===== src/rtl/alu_retire_ctrl.sv =====
// alu_retire_ctrl
//   Issues one decoded operation at a time to the ALU by bumping the shared
//   instruction counter. It then waits for the ALU to echo that counter and
//   retires the result: register writeback, carry flag update, and selection
//   of either the next PC or the branch target.
//
// Ports
//   clk, reset       system clock; synchronous active-low reset
//   op_*             decoded operation from the decoder (op_ready handshake)
//   issue_ctr        instruction counter driven to the register file / ALU
//   alu_op_out       opcode driven to the ALU
//   alu_*            ALU result, carry, branch flag and counter echo
//   carry_q          stored carry flag, fed back to the ALU carry input
//   wr_en/addr/data  register-file write port (one-cycle strobe)
//   pc, pc_load      program counter and taken-branch pulse
//   retired          one-cycle pulse per retired operation
//   timeout_err      sticky flag: the ALU never echoed the counter
//
// state  | meaning
// IDLE   | op_ready high, waiting for the decoder
// WAIT   | operation issued, waiting for alu_ctr to match issue_ctr
// RETIRE | pulses are out; commit carry and pc, then back to IDLE
module alu_retire_ctrl #(
  parameter int CTR_W   = 12,
  parameter int PC_W    = 10,
  parameter int TIMEOUT = 16
) (
  input  logic             clk,
  input  logic             reset,
  input  logic             op_valid,
  output logic             op_ready,
  input  logic [3:0]       op_alu,
  input  logic             op_wr_en,
  input  logic [2:0]       op_wr_addr,
  input  logic [PC_W-1:0]  op_branch_tgt,
  output logic [CTR_W-1:0] issue_ctr,
  output logic [3:0]       alu_op_out,
  input  logic [7:0]       alu_rslt,
  input  logic             alu_shiftcarry,
  input  logic             alu_branch,
  input  logic [CTR_W-1:0] alu_ctr,
  output logic             carry_q,
  output logic             wr_en,
  output logic [2:0]       wr_addr,
  output logic [7:0]       wr_data,
  output logic [PC_W-1:0]  pc,
  output logic             pc_load,
  output logic             retired,
  output logic             timeout_err
);

  typedef enum logic [1:0] {S_IDLE, S_WAIT, S_RETIRE} state_t;

  localparam int WCW = $clog2(TIMEOUT + 1);

  state_t          state;
  logic [3:0]      alu_q;
  logic            wen_q;
  logic [2:0]      addr_q;
  logic [PC_W-1:0] tgt_q;
  logic            carry_cap;
  logic            branch_cap;
  logic [WCW-1:0]  wait_cnt;

  function automatic logic is_cmp(input logic [3:0] op);
    return op inside {4'd7, 4'd8, 4'd9, 4'd11, 4'd12};
  endfunction

  function automatic logic is_carry(input logic [3:0] op);
    return op inside {4'd3, 4'd4, 4'd5, 4'd6, 4'd10};
  endfunction

  assign op_ready = (state == S_IDLE);

  always_ff @(posedge clk) begin
    if (!reset) begin
      state       <= S_IDLE;
      issue_ctr   <= '0;
      alu_op_out  <= 4'hF;
      carry_q     <= 1'b0;
      pc          <= '0;
      timeout_err <= 1'b0;
      wr_en       <= 1'b0;
      wr_addr     <= '0;
      wr_data     <= '0;
      pc_load     <= 1'b0;
      retired     <= 1'b0;
      alu_q       <= '0;
      wen_q       <= 1'b0;
      addr_q      <= '0;
      tgt_q       <= '0;
      carry_cap   <= 1'b0;
      branch_cap  <= 1'b0;
      wait_cnt    <= '0;
    end else begin
      wr_en   <= 1'b0;
      pc_load <= 1'b0;
      retired <= 1'b0;
      case (state)
        S_IDLE: begin
          if (op_valid) begin
            alu_q      <= op_alu;
            wen_q      <= op_wr_en;
            addr_q     <= op_wr_addr;
            tgt_q      <= op_branch_tgt;
            alu_op_out <= op_alu;
            issue_ctr  <= issue_ctr + 1'b1;
            wait_cnt   <= '0;
            state      <= S_WAIT;
          end
        end
        S_WAIT: begin
          if (alu_ctr == issue_ctr) begin
            // Pulses are registered here so they are visible during RETIRE.
            carry_cap  <= alu_shiftcarry;
            branch_cap <= alu_branch;
            wr_en      <= wen_q && !is_cmp(alu_q);
            wr_addr    <= addr_q;
            wr_data    <= alu_rslt;
            retired    <= 1'b1;
            pc_load    <= is_cmp(alu_q) && alu_branch;
            state      <= S_RETIRE;
          end else if (wait_cnt == WCW'(TIMEOUT - 2)) begin
            // This miss would bring the count to TIMEOUT-1: abandon the op.
            timeout_err <= 1'b1;
            pc          <= pc + 1'b1;
            state       <= S_IDLE;
          end else begin
            wait_cnt <= wait_cnt + 1'b1;
          end
        end
        S_RETIRE: begin
          if (is_carry(alu_q))
            carry_q <= carry_cap;
          if (is_cmp(alu_q) && branch_cap)
            pc <= tgt_q;
          else
            pc <= pc + 1'b1;
          state <= S_IDLE;
        end
        default: state <= S_IDLE;
      endcase
    end
  end

endmodule


===== config.mk =====
export PLATFORM = sky130hd
export DESIGN_NAME = alu_retire_ctrl
export DESIGN_NICKNAME = d
export VERILOG_FILES = /design/src/rtl/alu_retire_ctrl.sv
export SDC_FILE = /design/constraint.sdc
export NUM_CORES = 1
export LEC_CHECK = 0
export ABC_AREA = 1
export CAP_MARGIN = 20
export CORE_MARGIN = 2
export CORE_UTILIZATION = 43
export CTS_CLUSTER_SIZE = 16
export DETAILED_ROUTE_END_ITERATION = 10
export HOLD_SLACK_MARGIN = 0.15
export PLACE_DENSITY = 0.82
export SLEW_MARGIN = 20
export SYNTH_ARGS = -nofsm -noshare
export SYNTH_HDL_FRONTEND = slang
export SYNTH_SLANG_ARGS = --single-unit

===== constraint.sdc =====
create_clock -name clk -period 1.3 [get_ports clk]
set_input_delay 0.13 -clock clk [delete_from_list [all_inputs] [get_ports clk]]
set_output_delay 0.13 -clock clk [all_outputs]
set_load 0.1 [all_outputs]

### Word-level counts from Yosys, hierarchy flattened

Index checks and enable logic that the tools add are counted.

| word-level totals | value |
|---|---|
| bits in registers | 69 |
| memories | 0 |
| memory bits (read-only) | 0 |
| logic and storage cells | 72 |
| bits in latches | 0 |
| RAM bits | 0 |

| operators by class | value |
|---|---|
| add/sub/neg operators | 3 |
| $mul | 0 |
| muxes and demuxes | 13 |
| reduce and logical (&&, ||, !) cells | 18 |
| shift-type cells | 0 |
| bitwise operators | 1 |
| div/mod/pow operators | 0 |
| equality and inequality tests | 19 |
| order comparisons | 0 |

Operators by type and width:

| cell | number |
|---|---|
| $mux W10 | 3 |
| $eq A4 B4 Y1 const B | 5 |
| $pmux W10 S2 | 1 |
| $eq A4 B3 Y1 const B | 4 |
| $mux W5 | 3 |
| $add A12 B1 Y12 const B | 1 |
| $eq A12 B12 Y1 | 1 |
| $add A10 B1 Y10 const B | 1 |
| $pmux W5 S2 | 1 |
| $reduce_and A2 Y1 | 5 |
| $reduce_bool A5 Y1 | 2 |
| $reduce_and A3 Y1 | 3 |
| $ne A2 B2 Y1 const B | 4 |
| $mux W2 | 3 |
| $add A5 B1 Y5 const B | 1 |
| $eq A5 B4 Y1 const B | 1 |
| $eq A4 B2 Y1 const B | 1 |
| $pmux W2 S2 | 1 |
| $reduce_and A4 Y1 | 1 |
| $reduce_bool A2 Y1 | 2 |
| $logic_and A1 B1 Y1 | 3 |
| $ne A3 B3 Y1 const B | 1 |
| $eq A2 B1 Y1 const B | 1 |
| $eq A2 B2 Y1 const B | 1 |
| 4 further kinds | 4 |

### Logic depth before layout (Yosys ltp)

| depth | value |
|---|---|
| word-level depth | 5 |
| depth in mapped cells | 12 |

### Worst setup path after synthesis

Ideal clock, no wire load.

| path | value |
|---|---|
| kind | register to register |
| start | register issue_ctr[0] |
| end | register issue_ctr[10] |
| cell stages (with the launch flop) | 9 |
| arrival time | 2.118 ns |
| library setup time | 0.110 ns |
| data required time | 1.190 ns |
| slack | -0.928 ns |
| cell sequence | dfxtp_1 ha_1 inv_1 nor3_4 nand3_2 nor3_2 nand3_1 nand2_1 nor2_1 |

| between the ends | value |
|---|---|
| cells in the longest elaborated chain, start to end | 1 |

RTL lines:

| element | RTL line | RTL |
|---|---|---|
| start, declared | 36 | `output logic [CTR_W-1:0] issue_ctr,` |
| start signal, assigned | 107 | `issue_ctr <= issue_ctr + 1'b1;` |
| $add A12 B1 Y12 | 107 |  |

No other way between the ends.
A chain may end at the register's enable or synchronous reset.

### Worst setup path after layout

| path | value |
|---|---|
| start | register wait_cnt[0] |
| end | register pc[7] |

| between the ends | value |
|---|---|
| cells in the longest elaborated chain, start to end | 3 |

RTL lines:

| element | RTL line | RTL |
|---|---|---|
| start, declared | 63 | `logic [WCW-1:0] wait_cnt;` |
| start signal, assigned | 129 | `wait_cnt <= wait_cnt + 1'b1;` |
| $eq A5 B4 Y1 | 123 | `end else if (wait_cnt == WCW'(TIMEOUT - 2)) begin` |
| $ne A2 B2 Y1 (no source line) | n/a |  |
| $reduce_and A3 Y1 (no source line) | n/a |  |
| end signal, assigned | 126 | `pc <= pc + 1'b1;` |
| end signal, assigned | 136 | `pc <= tgt_q;` |
| end signal, assigned | 138 | `pc <= pc + 1'b1;` |
| end, declared | 46 | `output logic [PC_W-1:0] pc,` |

No other way between the ends.

==> results <==
## per-stage QoR
stage,setup TNS (ns),instances,worst slack (ns),hold WS (ns),area [um^2]
finish,-18.11,738,-0.516,0.365,6340
global route,-19.51,738,-0.494,0.377,6340
CTS,-4.87,719,-0.190,0.358,5680
detailed placement,-19.68,686,-0.508,0.446,5110
global placement,-16.93,686,-0.429,0.439,5110
floorplan,-14.12,454,-0.431,0.262,3280
## worst max-delay path by stage
stage | endpoint | slack (ns) | cells past startpoint
2_1_floorplan | issue_ctr[10] | -0.43 | 9
3_3_place_gp | pc[6] | -0.43 | 9
3_5_place_dp | pc[8] | -0.51 | 9
4_1_cts | pc[1] | -0.19 | 9
5_1_grt | wait_cnt[4] | -0.49 | 10
6_report | pc[7] | -0.52 | 10
## synth_stat cells
| master | number |
|---|---|
| nand2_4 | 2 |
| buf_4 | 2 |
| nor3_1 | 6 |
| nor3_4 | 1 |
| nor2_4 | 1 |
| o21a_1 | 1 |
| nand2_2 | 2 |
| nor2_1 | 85 |
| dfxtp_1 | 69 |
| clkbuf_1 | 7 |
| and3_1 | 1 |
| nor2_2 | 1 |
| clkinv_1 | 1 |
| nor3_2 | 1 |
| a31oi_1 | 2 |
| buf_2 | 3 |
| a21oi_1 | 30 |
| buf_6 | 3 |
| inv_1 | 41 |
| xnor2_1 | 7 |
| a211oi_1 | 1 |
| nand3_1 | 18 |
| nor3b_1 | 1 |
| o21ai_0 | 41 |
| nand3_2 | 1 |
| o21ai_1 | 1 |
| ha_1 | 4 |
| nand4_1 | 6 |
| buf_1 | 1 |
| xor2_1 | 5 |
| or2_2 | 2 |
| nand2_1 | 105 |
| inv_2 | 2 |
## power groups by stage
| stage | Sequential [mW] | Clock, mW | Combinational, mW |
|---|---|---|---|
| after floorplan | 2.37 | 0 | 0.269 |
| after global placement | 2.25 | 0 | 0.760 |
| after detailed placement | 2.26 | 0 | 0.783 |
| final | 2.26 | 1.92 | 1.18 |
| after CTS | 2.22 | 1.84 | 0.858 |
| after global routing | 2.26 | 2.01 | 1.21 |
## worst max-delay path, delay by kind of cell (launching register included)
family | cells | cell delay (ns)
AO/OA/AOI/OAI | 2 | 0.37
flip-flops | 1 | 0.35
buffers and inverters | 3 | 0.36
adder cells (fa/ha/maj) | 1 | 0.13
AND/OR/NAND/NOR | 4 | 0.49
## layer usage
layer | track usage (%) | part of all wire [%]
met4 | 23.7 | 9.2
met3 | 6.20 | 10
met2 | 54.9 | 46
met5 | 0 | 0
met1 | 35.6 | 34
## state kept, by name (all words and copies together), names as in the netlist
| signal | cells |
|---|---|
| wr_data | 8 |
| wen_q | 1 |
| pc_load | 1 |
| pc | 10 |
| carry_q | 1 |
| tgt_q | 10 |
| state | 2 |
| timeout_err | 1 |
| wr_addr | 3 |
| issue_ctr | 12 |
| wr_en | 1 |
| wait_cnt | 5 |
| retired | 1 |
| addr_q | 3 |
| branch_cap | 1 |
| carry_cap | 1 |
| alu_op_out | 4 |
| alu_q | 4 |
## cell type report
cell class / count / area (um^2) / area share (%)
Timing Repair Buffer: 184 / 2240 / 35.3
Multi-Input combinational cell: 326 / 2140 / 33.8
Sequential cell: 69 / 1470 / 23.1
Inverter: 44 / 175 / 2.76
Clock buffer: 13 / 160 / 2.53
Tap cell: 99 / 124 / 1.95
Clock inverter: 3 / 41.3 / 0.651
## placed cells by master (no fill, tap or decap), types with 14 or more instances in the layout
cell type	Yosys	routed
o21ai_1	1	16
inv_1	41	30
buf_12	0	50
clkdlybuf4s50_1	0	42
nor2_1	85	56
o21ai_2	0	14
a21oi_2	0	15
buf_6	3	19
nand2_1	105	69
a21oi_1	30	15
nor2_4	1	20
buf_4	2	69
dfxtp_4	0	20
nand2_2	2	32
dfxtp_1	69	42
## cell families (layout without fill, tap and decap cells)
family,after synthesis,count (layout)
xor+xnor,12,12
simple gates,233,234
fa+ha+maj,4,4
compound gates,76,76
buf+inv,60,244
flops,69,69
## what timing repair did
item | 4_1_cts | 5_1_grt
cloned | 3 | 1
pin swaps | 33 | 41
buffers inserted | 15 | 21
endpoints found under the setup margin | 44 | 71
hold buffers | 0 | 0
resized for setup | 68 | 153
==> results.toml <==
[global_routing]
grt_pass1_vias = 4080
antenna_found_initial = 0
overflow = 0
grt_pass1_wl_um = 20600
grt.total_usage_pct = 32.2
grt_max_degree = 34

[floorplanning]
start_util_pct = 44.2
row_count = 31
fp.dieH_um = 89.9
die_w_um = 89.9
die_area_um2 = 8070
io_pins = 86
core-area_um2 = 7180

[setup_path]
reg2reg_to = "pc[7]"
r2r_start = "wait_cnt[0]"
reg2reg_depth = 10
worstSetupPathType = "flop to flop"
cp.required_ns = 1.55
max_stage_delay_ns = 0.35
cp_max_fo = 7
cp_slowest_cell = "dfxtp_2"
crit_arrival_ns = 2.07
r2r_slack_ns = -0.52
critPathLaunch = "wait_cnt[0]"
start_kind = "flop"
crit_chain = "inv_2 -> ha_4 -> nand4_1 -> nand2_2 -> inv_1 -> a21oi_1 -> buf_4 -> nand2_8 -> a21oi_2 -> nor2_1"
worstSetupEndpointType = "flop"

[yosys]
syn_nets = 501
yosys.area_share.simple_pct = 31.1
synth_top_family_by_area = "simple AND/OR/NAND/NOR gates"
yosys-top-cells-area = "dfxtp_1 (44%), nand2_1 (12%), nor2_1 (10%), o21ai_0 (6.5%), inv_1 (4.9%)"
synth-seq-cells = 69
synth-xor-area-share_pct = 3.32
syn_inst = 454
synth_fa_ha_area_share_pct = 1.58
synth_compound_area_share_pct = 12.2
synth-seq-area-share_pct = 43.6
synth_area_um2 = 3170
synth_area_per_cell_um2 = 6.98
synth_top_area_share_pct = 43.6
muxShareOfSynthArea_pct = 0
ys_types = 33
yosys_warnings = 0
synth_top_area_cell = "dfxtp_1"

[timing]
slew_violations = 0
setup_viol = 70
worstMarginPinSlew_ns = 0.336
fin_skew_ns = 0.0172
rsz0062_at_grt = "true"
setup_ws_ns = -0.516
max_slew_margin_pct = 77.6
finalHoldViolations = 0
period_needed_ns = 1.82
timing.final.crit_share_pct = 140
max_clock_freq_mhz = 551

[power]
p_clk_share_pct = 35.9
finalPower_mw = 5.35
seq_power_share_pct = 42.1
power_frac_comb_pct = 22.0
swShare_pct = 31.1
power.internal_mw = 3.69
p_switching_mw = 1.66
pwr_density_cell_nw_per_um2 = 844
ir_drop_mv = 0.886
cellLeakagePower_nw = 2.62

[finish]
post-route-util_pct = 88.4
fillCellCount = 273
area_delta_synth_final_pct = 100
final_net_count = 681
diodes = 0
drive_above_1_share_pct = 50.7

[clocking]
clockBufferDepth = 2
cts-root-buf = "clkbuf_8"
clock-sinks = 69
cts_max_level = 3
clk_pin_slew_worst_paths_ns = 0.08
cts_tree = "built"
cts_made_buffers = 9
clock_latency_ns = 0.37

[route]
drtIter0Drc = 504
drc = 0
first_pass_iters = 8
drtAntennaViolNets = 0
wl_per_cell_um = 24.1
routed_via_density = 6.09
via_count = 4491
drt-total-wl_um = 17800

[min_path]
holdPathEnd = "alu_q[0]"
hp-start = "op_alu[0]"
min_path_cells = 3
hp-class = "input pin to flop"

[status]
failed_checks = "negative setup slack"
outcome = "complete, but fails checks"

[placed_design]
dp_hpwl_um = 7310
gpl.final_weighted_congestion = 0.885
port_buffers = 85

[run]
drv_cap = 0
No activity file was read; power rests on OpenSTA's default activity.
